## src/rtl/l2_wb_pkg.sv

```systemverilog
// Shared types and widths for the L2 writeback buffer.
package l2_wb_pkg;
  localparam int S_OFFSET = 5;
  localparam int LINE_W   = 256;
  localparam int TAG_W    = 32 - S_OFFSET;

  typedef enum logic [1:0] {IDLE, MEM_READ, MEM_WRITE} wb_state_t;

  typedef struct packed {
    logic              valid;
    logic [TAG_W-1:0]  tag;
    logic [LINE_W-1:0] data;
  } wb_entry_t;
endpackage

```

## src/rtl/l2_wb_match.sv

```systemverilog
// Associative compare of one line tag against every buffered entry.
// mask removes entries from consideration (the head while it is draining).
module l2_wb_match
  import l2_wb_pkg::*;
#(
  parameter int DEPTH = 4
) (
  input  logic [TAG_W-1:0]            tag,
  input  logic [DEPTH-1:0]            valid,
  input  logic [DEPTH-1:0][TAG_W-1:0] tags,
  input  logic [DEPTH-1:0]            mask,
  output logic                        hit,
  output logic [DEPTH-1:0]            onehot
);
  for (genvar i = 0; i < DEPTH; i++) begin : g_cmp
    assign onehot[i] = valid[i] && !mask[i] && (tags[i] == tag);
  end

  // Coalescing keeps tags unique, so onehot has at most one bit set.
  assign hit = |onehot;
endmodule

```

## src/rtl/l2_writeback_buffer.sv

```systemverilog
// Victim-line FIFO between L2 and pmem. Coalesces repeat victims, forwards
// buffered lines to L2 read misses and drains to pmem when otherwise idle.
module l2_writeback_buffer
  import l2_wb_pkg::*;
#(
  parameter int DEPTH    = 4,
  parameter int s_offset = S_OFFSET,
  parameter int s_line   = LINE_W
) (
  input  logic              clk,
  input  logic              rst_n,
  input  logic              wb_write,
  input  logic [31:0]       wb_address,
  input  logic [s_line-1:0] wb_wdata,
  output logic              wb_resp,
  input  logic              l2_read,
  input  logic [31:0]       l2_address,
  output logic [s_line-1:0] l2_rdata,
  output logic              l2_resp,
  output logic              pmem_read,
  output logic              pmem_write,
  output logic [31:0]       pmem_address,
  output logic [s_line-1:0] pmem_wdata,
  input  logic [s_line-1:0] pmem_rdata,
  input  logic              pmem_resp,
  output logic              wb_full,
  output logic              wb_empty
);
  localparam int PW = $clog2(DEPTH);
  localparam logic [PW:0] FULL_CNT = (PW+1)'(DEPTH);

  wb_state_t state, state_nxt;
  wb_entry_t ents [DEPTH];

  logic [PW-1:0]            head, tail;
  logic [PW:0]              count, count_nxt;
  logic [DEPTH-1:0]         ent_vld, head_oh, drain_mask;
  logic [DEPTH-1:0][TAG_W-1:0] ent_tag;
  logic [DEPTH-1:0]         push_oh, rd_oh;
  logic [TAG_W-1:0]         push_tag, rd_tag;
  logic                     push_hit, rd_hit, head_busy;
  logic                     push_req, push_cl, push_al, pop, rd_req, rd_fwd, rd_done;
  logic [s_line-1:0]        fwd_data;
  logic                     unused_addr_bits;

  assign push_tag = wb_address[31:s_offset];
  assign rd_tag   = l2_address[31:s_offset];
  assign unused_addr_bits = ^{wb_address[s_offset-1:0], l2_address[s_offset-1:0]};

  // Flatten entry valid/tag fields for the match units.
  always_comb begin
    for (int i = 0; i < DEPTH; i++) begin
      ent_vld[i] = ents[i].valid;
      ent_tag[i] = ents[i].tag;
    end
  end

  assign head_oh    = DEPTH'(1) << head;
  assign drain_mask = (state == MEM_WRITE) ? head_oh : '0;
  // A push matching the head mid-drain must wait for the pop, then allocate.
  assign head_busy  = (state == MEM_WRITE) && ent_vld[head] && (ent_tag[head] == push_tag);

  l2_wb_match #(.DEPTH(DEPTH)) u_push_match (
    .tag(push_tag), .valid(ent_vld), .tags(ent_tag), .mask(drain_mask),
    .hit(push_hit), .onehot(push_oh)
  );

  l2_wb_match #(.DEPTH(DEPTH)) u_rd_match (
    .tag(rd_tag), .valid(ent_vld), .tags(ent_tag), .mask('0),
    .hit(rd_hit), .onehot(rd_oh)
  );

  assign push_req  = wb_write && !wb_resp;
  assign push_cl   = push_req && push_hit;
  assign push_al   = push_req && !push_hit && !head_busy && (count != FULL_CNT);
  assign pop       = (state == MEM_WRITE) && pmem_resp;
  assign rd_req    = (state == IDLE) && l2_read && !l2_resp;
  assign rd_fwd    = rd_req && rd_hit;
  assign rd_done   = (state == MEM_READ) && pmem_resp;
  assign count_nxt = count + (PW+1)'(push_al) - (PW+1)'(pop);

  // Forward-data mux: OR of the (at most one) matching entry.
  always_comb begin
    fwd_data = '0;
    for (int i = 0; i < DEPTH; i++)
      if (rd_oh[i]) fwd_data = fwd_data | ents[i].data;
  end

  // State register.
  always_ff @(posedge clk or negedge rst_n) begin
    if (!rst_n) state <= IDLE;
    else        state <= state_nxt;
  end

  // Next state: reads beat draining; one pmem transaction at a time.
  always_comb begin
    state_nxt = state;
    case (state)
      IDLE: begin
        if (rd_req) begin
          if (!rd_hit) state_nxt = MEM_READ;
        end else if (count != '0) begin
          state_nxt = MEM_WRITE;
        end
      end
      MEM_READ:  if (pmem_resp) state_nxt = IDLE;
      MEM_WRITE: if (pmem_resp) state_nxt = IDLE;
      default:   state_nxt = IDLE;
    endcase
  end

  // pmem request strobes decode straight from state so reset drops them at once.
  always_comb begin
    pmem_read  = (state == MEM_READ);
    pmem_write = (state == MEM_WRITE);
  end

  // Pointers, count, flags, handshakes and the latched pmem/L2 datapath.
  always_ff @(posedge clk or negedge rst_n) begin
    if (!rst_n) begin
      head         <= '0;
      tail         <= '0;
      count        <= '0;
      wb_resp      <= 1'b0;
      l2_resp      <= 1'b0;
      wb_full      <= 1'b0;
      wb_empty     <= 1'b1;
      pmem_address <= '0;
      pmem_wdata   <= '0;
      l2_rdata     <= '0;
    end else begin
      wb_resp  <= push_cl || push_al;
      l2_resp  <= rd_fwd || rd_done;
      count    <= count_nxt;
      wb_full  <= (count_nxt == FULL_CNT);
      wb_empty <= (count_nxt == '0);
      if (push_al) tail <= tail + 1'b1;
      if (pop)     head <= head + 1'b1;
      if (rd_fwd)       l2_rdata <= fwd_data;
      else if (rd_done) l2_rdata <= pmem_rdata;
      if (state == IDLE && state_nxt == MEM_READ) begin
        pmem_address <= {rd_tag, {s_offset{1'b0}}};
      end else if (state == IDLE && state_nxt == MEM_WRITE) begin
        pmem_address <= {ents[head].tag, {s_offset{1'b0}}};
        // A coalesce into the head on this same edge must not be lost.
        pmem_wdata   <= (push_cl && push_oh[head]) ? wb_wdata : ents[head].data;
      end
    end
  end

  // Entry storage: coalesce/allocate writes, pop clears the head valid.
  always_ff @(posedge clk or negedge rst_n) begin
    if (!rst_n) begin
      for (int i = 0; i < DEPTH; i++) ents[i] <= '0;
    end else begin
      for (int i = 0; i < DEPTH; i++) begin
        if ((push_cl && push_oh[i]) || (push_al && tail == PW'(i))) begin
          ents[i].valid <= 1'b1;
          ents[i].tag   <= push_tag;
          ents[i].data  <= wb_wdata;
        end else if (pop && head == PW'(i)) begin
          ents[i].valid <= 1'b0;
        end
      end
    end
  end
endmodule
```

## config.mk

```make
export PLATFORM = sky130hd
export DESIGN_NAME = l2_writeback_buffer
export DESIGN_NICKNAME = d
export VERILOG_FILES = /design/src/rtl/l2_wb_pkg.sv /design/src/rtl/l2_wb_match.sv /design/src/rtl/l2_writeback_buffer.sv
export SDC_FILE = /design/constraint.sdc
export NUM_CORES = 2
export LEC_CHECK = 0
export ABC_CLOCK_PERIOD_IN_PS = 4480
export BUFFER_PORTS_ARGS = -buffer_cell sky130_fd_sc_hd__buf_2
export CORE_AREA = 8 8 438 440
export CTS_BUF_LIST = sky130_fd_sc_hd__clkbuf_4 sky130_fd_sc_hd__clkbuf_8
export DETAILED_ROUTE_END_ITERATION = 7
export DIE_AREA = 0 0 446 448
export PLACE_DENSITY_LB_ADDON = 0.05
export SLEW_MARGIN = 15
export SYNTH_ARGS = -nofsm -noshare
export SYNTH_HDL_FRONTEND = slang
export SYNTH_HIERARCHICAL = 1
export SYNTH_SLANG_ARGS = --single-unit
```

## constraint.sdc

```tcl
create_clock -name clk -period 4.48 [get_ports clk]
set_input_delay 0.896 -clock clk [delete_from_list [all_inputs] [get_ports clk]]
set_output_delay 0.896 -clock clk [all_outputs]
set_load 0.02 [all_outputs]
```

# Yosys cells after proc, flatten, opt, wreduce, memory -nomap -nowiden
# Index checks and enable logic that the tools add are counted.
[word_totals] word_cells=156 output_inout_bits=550 register_bits=1693 in_bits=581
[op_classes] bitwise_logic=5 add_sub_neg=4 eq_ne=21 n_lt_le_gt_ge=2 reduce_logical=68 n_mux=32 shift=1
[op_table] operator="$mux 256" count=7
[op_table] operator="$or 256x256->256" count=3
[op_table] operator="$bmux 284 s2" count=1
[op_table] operator="$mux 283" count=2
[op_table] operator="$eq 27x27->1" count=9
[op_table] operator="$mux 32" count=2
[op_table] operator="$bmux 27 s2" count=1
[op_table] operator="$logic_and 1x1->1" count=39
[op_table] operator="$mux 27" count=1
[op_table] operator="$eq 2x2->1 const B" count=6
[op_table] operator="$reduce_bool 2->1" count=6
[op_table] operator="$mux 1" count=10
[op_table] operator="$eq 2x1->1 const B" count=4
[op_table] operator="$logic_not 1->1" count=8
[op_table] operator="$mux 2" count=4
[op_table] operator="$reduce_or 4->1" count=2
[op_table] operator="$logic_not 2->1" count=3
[op_table] operator="$logic_or 1x1->1" count=6
[op_table] operator="$add 2x1->2 const B" count=2
[op_table] operator="$bmux 1 s2" count=2
[op_table] operator="$mux 4" count=1
[op_table] operator="$pmux 2 s2" count=1
[op_table] operator="$shl 1x2->4 const A" count=1
[op_table] operator="$add 3x1->3" count=1
[op_table] operator="11 further kinds" count=11

# Logic depth before layout (Yosys ltp)
[depth] ltp_word=13 mapped_depth=22 ltp_nobuf=16

# Cells and area by module
# Netlist, hierarchy kept.
[modules_own_cells] module="l2_writeback_buffer" instances=1 cells_each=6209 area_per_inst_um2=84079.4 seq_area_each_um2=42241.8
[modules_own_cells] module="l2_wb_match" instances=2 cells_each=154 area_per_inst_um2=1233.7 seq_area_each_um2=0.0

# Worst setup path before layout
# Ideal clock, no wire load.
[synth_path] path_type="register to register" from="register head[1]" to="register ents, in the netlist ent_tag[0]" path_buffers=8 setup_ns=0.125 required_time_ns=4.355 arrival_ns=4.537 synth_period_minus_slack_ns=4.662 slack_ns=-0.182 path_stages_with_launch=22 path_cell_list="dfrtp_1 > buf_2 > buf_6 > buf_6 > buf_6 > clkbuf_1 > clkbuf_1 > inv_1 > ha_1 > and2_1 > nor2b_1 > nand4_1 > nor4_1 > nand4_1 > o2111ai_1 > nor3b_1 > and2_1 > a21oi_1 > a31oi_4 > buf_6 > buf_8 > mux2_4"
[synth_between] elab_chain_len=12 word_cells_on_any_way=31 cone_classes="1 x eq/ne; 1 x shift; 5 x mux; 24 x reduce/logical"
[synth_rtl] item="from (decl)" line="l2_writeback_buffer.sv:35" text="logic [PW-1:0] head, tail;"
[synth_rtl] item="from (signal assigned)" line="l2_writeback_buffer.sv:138" text="if (pop) head <= head + 1'b1;"
[synth_rtl] item="$shl 1x2->4 (*)" line="l2_writeback_buffer.sv:58" text="assign head_oh = DEPTH'(1) << head;"
[synth_rtl] item="$mux 4 (*)" line="l2_writeback_buffer.sv:59" text="assign drain_mask = (state == MEM_WRITE) ? head_oh : '0;"
[synth_rtl] item="net drain_mask[1]" line="l2_writeback_buffer.sv:37" text="logic [DEPTH-1:0] ent_vld, head_oh, drain_mask;"
[synth_rtl] item="$logic_not 1->1 (*)" line="l2_wb_match.sv:16" text="assign onehot[i] = valid[i] && !mask[i] && (tags[i] == tag);"
[synth_rtl] item="$logic_and 1x1->1 (*) (2 in series)" line="l2_wb_match.sv:16"
[synth_rtl] item="$reduce_or 4->1 (*)" line="l2_wb_match.sv:20" text="assign hit = |onehot;"
[synth_rtl] item="net push_hit" line="l2_writeback_buffer.sv:41" text="logic push_hit, rd_hit, head_busy;"
[synth_rtl] item="$logic_not 1->1" line="l2_writeback_buffer.sv:75" text="assign push_al = push_req && !push_hit && !head_busy && (count != FULL_CNT);"
[synth_rtl] item="$logic_and 1x1->1 (3 in series)" line="l2_writeback_buffer.sv:75"
[synth_rtl] item="$logic_and 1x1->1" line="l2_writeback_buffer.sv:157" text="if ((push_cl && push_oh[i]) || (push_al && tail == PW'(i))) begin"
[synth_rtl] item="$logic_or 1x1->1 (*)" line="l2_writeback_buffer.sv:157"
[synth_rtl] item="to (decl)" line="l2_writeback_buffer.sv:33" text="wb_entry_t ents [DEPTH];"
# Mark *: on every way through the listed nets, which the timed path passes. The rest lies on a longest branch. The select of a mux whose other input is x is not followed.
# A chain may end at the register's enable or synchronous reset.

# Worst setup path in the final report
[layout_path] from="register state[0]" to="register ents[791] in the netlist's numbering"
[layout_between] elab_chain_len=12 word_cells_on_any_way=26 cone_classes="1 x eq/ne; 1 x mux; 24 x reduce/logical"
[layout_rtl] item="from (decl)" line="l2_writeback_buffer.sv:32" text="wb_state_t state, state_nxt;"
[layout_rtl] item="from (signal assigned)" line="l2_writeback_buffer.sv:92" text="else state <= state_nxt;"
[layout_rtl] item="$eq 2x2->1 (*)" line="l2_writeback_buffer.sv:59"
[layout_rtl] item="$mux 4 (*)" line="l2_writeback_buffer.sv:59"
[layout_rtl] item="net drain_mask[1]" line="l2_writeback_buffer.sv:37"
[layout_rtl] item="$logic_not 1->1 (*)" line="l2_wb_match.sv:16"
[layout_rtl] item="$logic_and 1x1->1 (*) (2 in series)" line="l2_wb_match.sv:16"
[layout_rtl] item="$reduce_or 4->1 (*)" line="l2_wb_match.sv:20"
[layout_rtl] item="net push_hit" line="l2_writeback_buffer.sv:41"
[layout_rtl] item="$logic_not 1->1" line="l2_writeback_buffer.sv:75"
[layout_rtl] item="$logic_and 1x1->1 (3 in series)" line="l2_writeback_buffer.sv:75"
[layout_rtl] item="$logic_and 1x1->1" line="l2_writeback_buffer.sv:157"
[layout_rtl] item="$logic_or 1x1->1 (*)" line="l2_writeback_buffer.sv:157"
# Mark *: on every way through the listed nets, which the timed path passes. The rest lies on a longest branch.

==> impl_metrics.xml <==
<?xml version="1.0" encoding="UTF-8"?>
<metrics>
  <group name="critical_path">
    <metric name="worst-setup-path-type" unit="">reg2reg</metric>
    <metric name="critPathMaxFanout" unit="">21</metric>
    <metric name="cp-start-kind" unit="">flop</metric>
    <metric name="timing.critical_path.to_type" unit="">flop</metric>
    <metric name="cp.arrival" unit="ns">5.17</metric>
    <metric name="worst_ep_required_time" unit="ns">5.37</metric>
  </group>
  <group name="synthesis">
    <metric name="synthesis.instances" unit="">6517</metric>
    <metric name="synth-edff-count" unit="">0</metric>
    <metric name="synth_area" unit="sq um">86500</metric>
    <metric name="dominantRegCellSynth" unit="">sky130_fd_sc_hd__dfrtp_1</metric>
    <metric name="synth_seq_cells" unit="">1688</metric>
    <metric name="syn_avg_cell_area" unit="sq um">13.3</metric>
    <metric name="yosys-top-cells-area" unit="">sky130_fd_sc_hd__dfrtp_1, sky130_fd_sc_hd__mux2_4, sky130_fd_sc_hd__mux4_2</metric>
    <metric name="synth_cell_type_count" unit="">60</metric>
    <metric name="top_cell_type_by_total_area_after_synthesis" unit="">sky130_fd_sc_hd__dfrtp_1</metric>
    <metric name="synth-seq-area-share" unit="">0.488</metric>
    <metric name="async_flop_share" unit="">1.00</metric>
    <metric name="synth-warning-count" unit="">6</metric>
    <metric name="synthDominantCellAreaShare" unit="">0.488</metric>
  </group>
  <group name="global_routing">
    <metric name="grt_pass1_vias" unit="">64230</metric>
    <metric name="grt.overflow.total" unit="">0</metric>
    <metric name="grt_start_max_net_pins" unit="">130</metric>
    <metric name="antenna_found_initial" unit="">118</metric>
    <metric name="grt_util_all_layers" unit="">0.288</metric>
    <metric name="grt_pass1_wl" unit="microns">440000</metric>
  </group>
  <group name="power_and_ir_drop">
    <metric name="p_per_area" unit="nW/um^2">752</metric>
    <metric name="total_leakage_power" unit="nW">47.9</metric>
    <metric name="worst_ir_drop_vdd" unit="uV">519</metric>
    <metric name="post-layout-total-power" unit="mW">78.2</metric>
  </group>
  <group name="placed_design">
    <metric name="detailedPlace.worstSlack" unit="ns">-0.199</metric>
    <metric name="dpl.hpwl" unit="microns">206000</metric>
    <metric name="gpl.final_weighted_congestion" unit="">0.890</metric>
    <metric name="port_buffers" unit="">1115</metric>
    <metric name="cell_count_after_placement" unit="">10062</metric>
    <metric name="placedInstanceArea" unit="sq um">97100</metric>
  </group>
  <group name="clock_network">
    <metric name="cts.sinks" unit="">1688</metric>
    <metric name="cts_root_buffer" unit="">sky130_fd_sc_hd__clkbuf_8</metric>
    <metric name="clockBufferDepth" unit="">4</metric>
    <metric name="cts_htree_levels" unit="">5</metric>
    <metric name="cts-buffers-inserted" unit="">317</metric>
    <metric name="clock_latency" unit="ns">1.07</metric>
    <metric name="path_clk_slew" unit="ns">0.07</metric>
    <metric name="tritoncts" unit="">yes</metric>
  </group>
  <group name="detailed_routing">
    <metric name="vias_per_cell" unit="">5.77</metric>
    <metric name="routedWlPerCell" unit="microns">27.9</metric>
    <metric name="firstDrtPassIters" unit="">5</metric>
    <metric name="finalWirelength" unit="microns">298000</metric>
    <metric name="drt_drc_violations_left" unit="">0</metric>
    <metric name="antenna_left" unit="">0</metric>
    <metric name="first_iter_violations" unit="">4301</metric>
    <metric name="vias" unit="">61609</metric>
  </group>
  <group name="timing">
    <metric name="layout_worst_path_cycle_share" unit="">0.954</metric>
    <metric name="hold_viol_final" unit="">0</metric>
    <metric name="grt_setup_unrepaired" unit="">no</metric>
    <metric name="fin_hold_ws" unit="ns">0.134</metric>
    <metric name="drv_slew" unit="">0</metric>
    <metric name="timing.slew.headroom" unit="">0.214</metric>
    <metric name="worst_slew_pin_slew" unit="ns">1.18</metric>
    <metric name="setup_tns" unit="ns">0</metric>
    <metric name="setup_viol" unit="">0</metric>
    <metric name="setup_ws" unit="ns">0.204</metric>
    <metric name="clock.fmax" unit="MHz">234</metric>
    <metric name="period_minus_slack" unit="ns">4.28</metric>
    <metric name="clock_tree_skew_after_final_layout" unit="ns">0.108</metric>
  </group>
  <group name="floorplanning">
    <metric name="die_w" unit="microns">446</metric>
    <metric name="floorplan.core_area" unit="sq um">185000</metric>
    <metric name="effective_utilization_at_floorplan" unit="">0.469</metric>
    <metric name="num_rows" unit="">158</metric>
    <metric name="dieHeight" unit="microns">448</metric>
    <metric name="pin_count" unit="">1131</metric>
    <metric name="dieArea" unit="sq um">200000</metric>
  </group>
  <group name="final_layout">
    <metric name="layout-drive-gt1-share" unit="">0.437</metric>
    <metric name="fin_area" unit="sq um">104000</metric>
    <metric name="layout_area_growth_over_synthesis" unit="%">20.1</metric>
    <metric name="fin_util" unit="">0.563</metric>
    <metric name="final_net_count" unit="">8504</metric>
    <metric name="fillerInstances" unit="">15797</metric>
    <metric name="layout_commonest_cell" unit="">sky130_fd_sc_hd__dfrtp_1</metric>
    <metric name="finish.cell_count_without_fillers" unit="">10682</metric>
    <metric name="layout_common_cells" unit="">sky130_fd_sc_hd__dfrtp_1, sky130_fd_sc_hd__buf_2, sky130_fd_sc_hd__mux2_4</metric>
  </group>
  <group name="status">
    <metric name="status" unit="">completed</metric>
  </group>
  <group name="flow_run">
    <metric name="maxCapViolCount" unit="">0</metric>
  </group>
  <group name="min_path">
    <metric name="hold_path_class" unit="">in2reg</metric>
  </group>
</metrics>
==> metal layers <==
layer / GRT usage / vias up / routed length (microns) / part of all wire
met5: 0 / - / 232 / 0.00078
met4: 0.132 / 34 / 13900 / 0.047
met3: 0.0582 / 624 / 18900 / 0.063
met2: 0.468 / 2215 / 144000 / 0.48
met1: 0.374 / 31818 / 121000 / 0.41
li1: - / 26918 / - / -
==> registers in the layout, summed over array words and instances (netlist names), 2 cells and up <==
signal and count:
ent_tag 108, ents 1024, pmem_address 27, state 2
l2_rdata 256, count 3, pmem_wdata 256, tail 2
ent_vld 4, head 2
==> Yosys cell counts, drive strengths merged (2+ instances only) <==
master / count
nand3b: 4
a222oi: 3
nor4: 35
mux2: 1140
nor3: 8
o21ai: 527
buf: 198
a21oi: 528
clkbuf: 316
and3b: 2
o22ai: 23
nand4: 35
a22oi: 512
nor2: 54
nand2: 545
a31oi: 4
nor4b: 2
dfrtp: 1687
inv: 25
nand3: 7
nor2b: 8
o2111ai: 5
a2bb2oi: 3
ha: 14
mux2i: 277
xnor2: 129
nor3b: 2
and2: 12
o221a: 3
o31ai: 2
a211oi: 2
xor2: 113
mux4: 275
==> layout make-up <==
class	instances	area, sq um	area share
Sequential cell	1688	42200	0.406
Clock inverter	37	236	0.00227
Tap cell	2480	3100	0.0298
Inverter	25	116	0.00112
Timing Repair Buffer	1578	10800	0.104
Clock buffer	502	6400	0.0615
Antenna cell	74	185	0.00178
Multi-Input combinational cell	4298	40900	0.393
==> where the power goes <==
part	switching [mW]	total (mW)	internal, mW
combinational	15.5	33.4	17.9
sequential	6.05	28.9	22.9
clock	6.81	15.9	9.06
==> path summary, 6_finish.rpt <==
check                                 to  depth (start not counted)      startpoint  slack, ns
max                            ents[791]                         16        state[0]       0.20
min                         l2_rdata[58]                          3  pmem_rdata[58]       0.13
max reg2reg                    ents[791]                         16        state[0]       0.20
min reg2reg                l2_rdata[138]                          2   l2_rdata[138]       0.47
max in group asynchronous        head[1]                          3           rst_n       2.77
min in group asynchronous     ents[1085]                          2           rst_n       0.52
==> critical path: stages (launching register included) <==
cell	delay, ns
sky130_fd_sc_hd__dfrtp_1	0.40
sky130_fd_sc_hd__inv_1	0.08
sky130_fd_sc_hd__ha_1	0.37
sky130_fd_sc_hd__and2_1	0.24
sky130_fd_sc_hd__nor2b_1	0.28
sky130_fd_sc_hd__nand4_1	0.14
sky130_fd_sc_hd__nor4_1	0.36
sky130_fd_sc_hd__nand4_1	0.26
sky130_fd_sc_hd__o2111ai_1	0.23
sky130_fd_sc_hd__nor3b_2	0.21
sky130_fd_sc_hd__buf_4	0.17
sky130_fd_sc_hd__and2_1	0.15
sky130_fd_sc_hd__a21oi_1	0.07
sky130_fd_sc_hd__a31oi_4	0.23
sky130_fd_sc_hd__buf_12	0.30
sky130_fd_sc_hd__buf_4	0.28
sky130_fd_sc_hd__mux2_4	0.31
==> cell families (layout without fill, tap and decap cells) <==
group,count (synthesis),after routing,synth area share
other cells,1,83,0.0000433
xor+xnor,242,242,0.0245
simple gates,720,720,0.0352
flops,1688,1688,0.488
compound gates,1620,1620,0.111
mux,1692,1692,0.299
fa+ha+maj,15,15,0.00226
buf+inv,539,2142,0.0403
==> timing repair <==
action / 4_1_cts / 5_1_grt
endpoints found under the hold margin: 68 / 0
gates resized for setup: 0 / 1
endpoints found under the setup margin: 0 / 6
setup buffers: 0 / 4
hold buffers: 3 / 0
(Power assumes the default switching activity.)
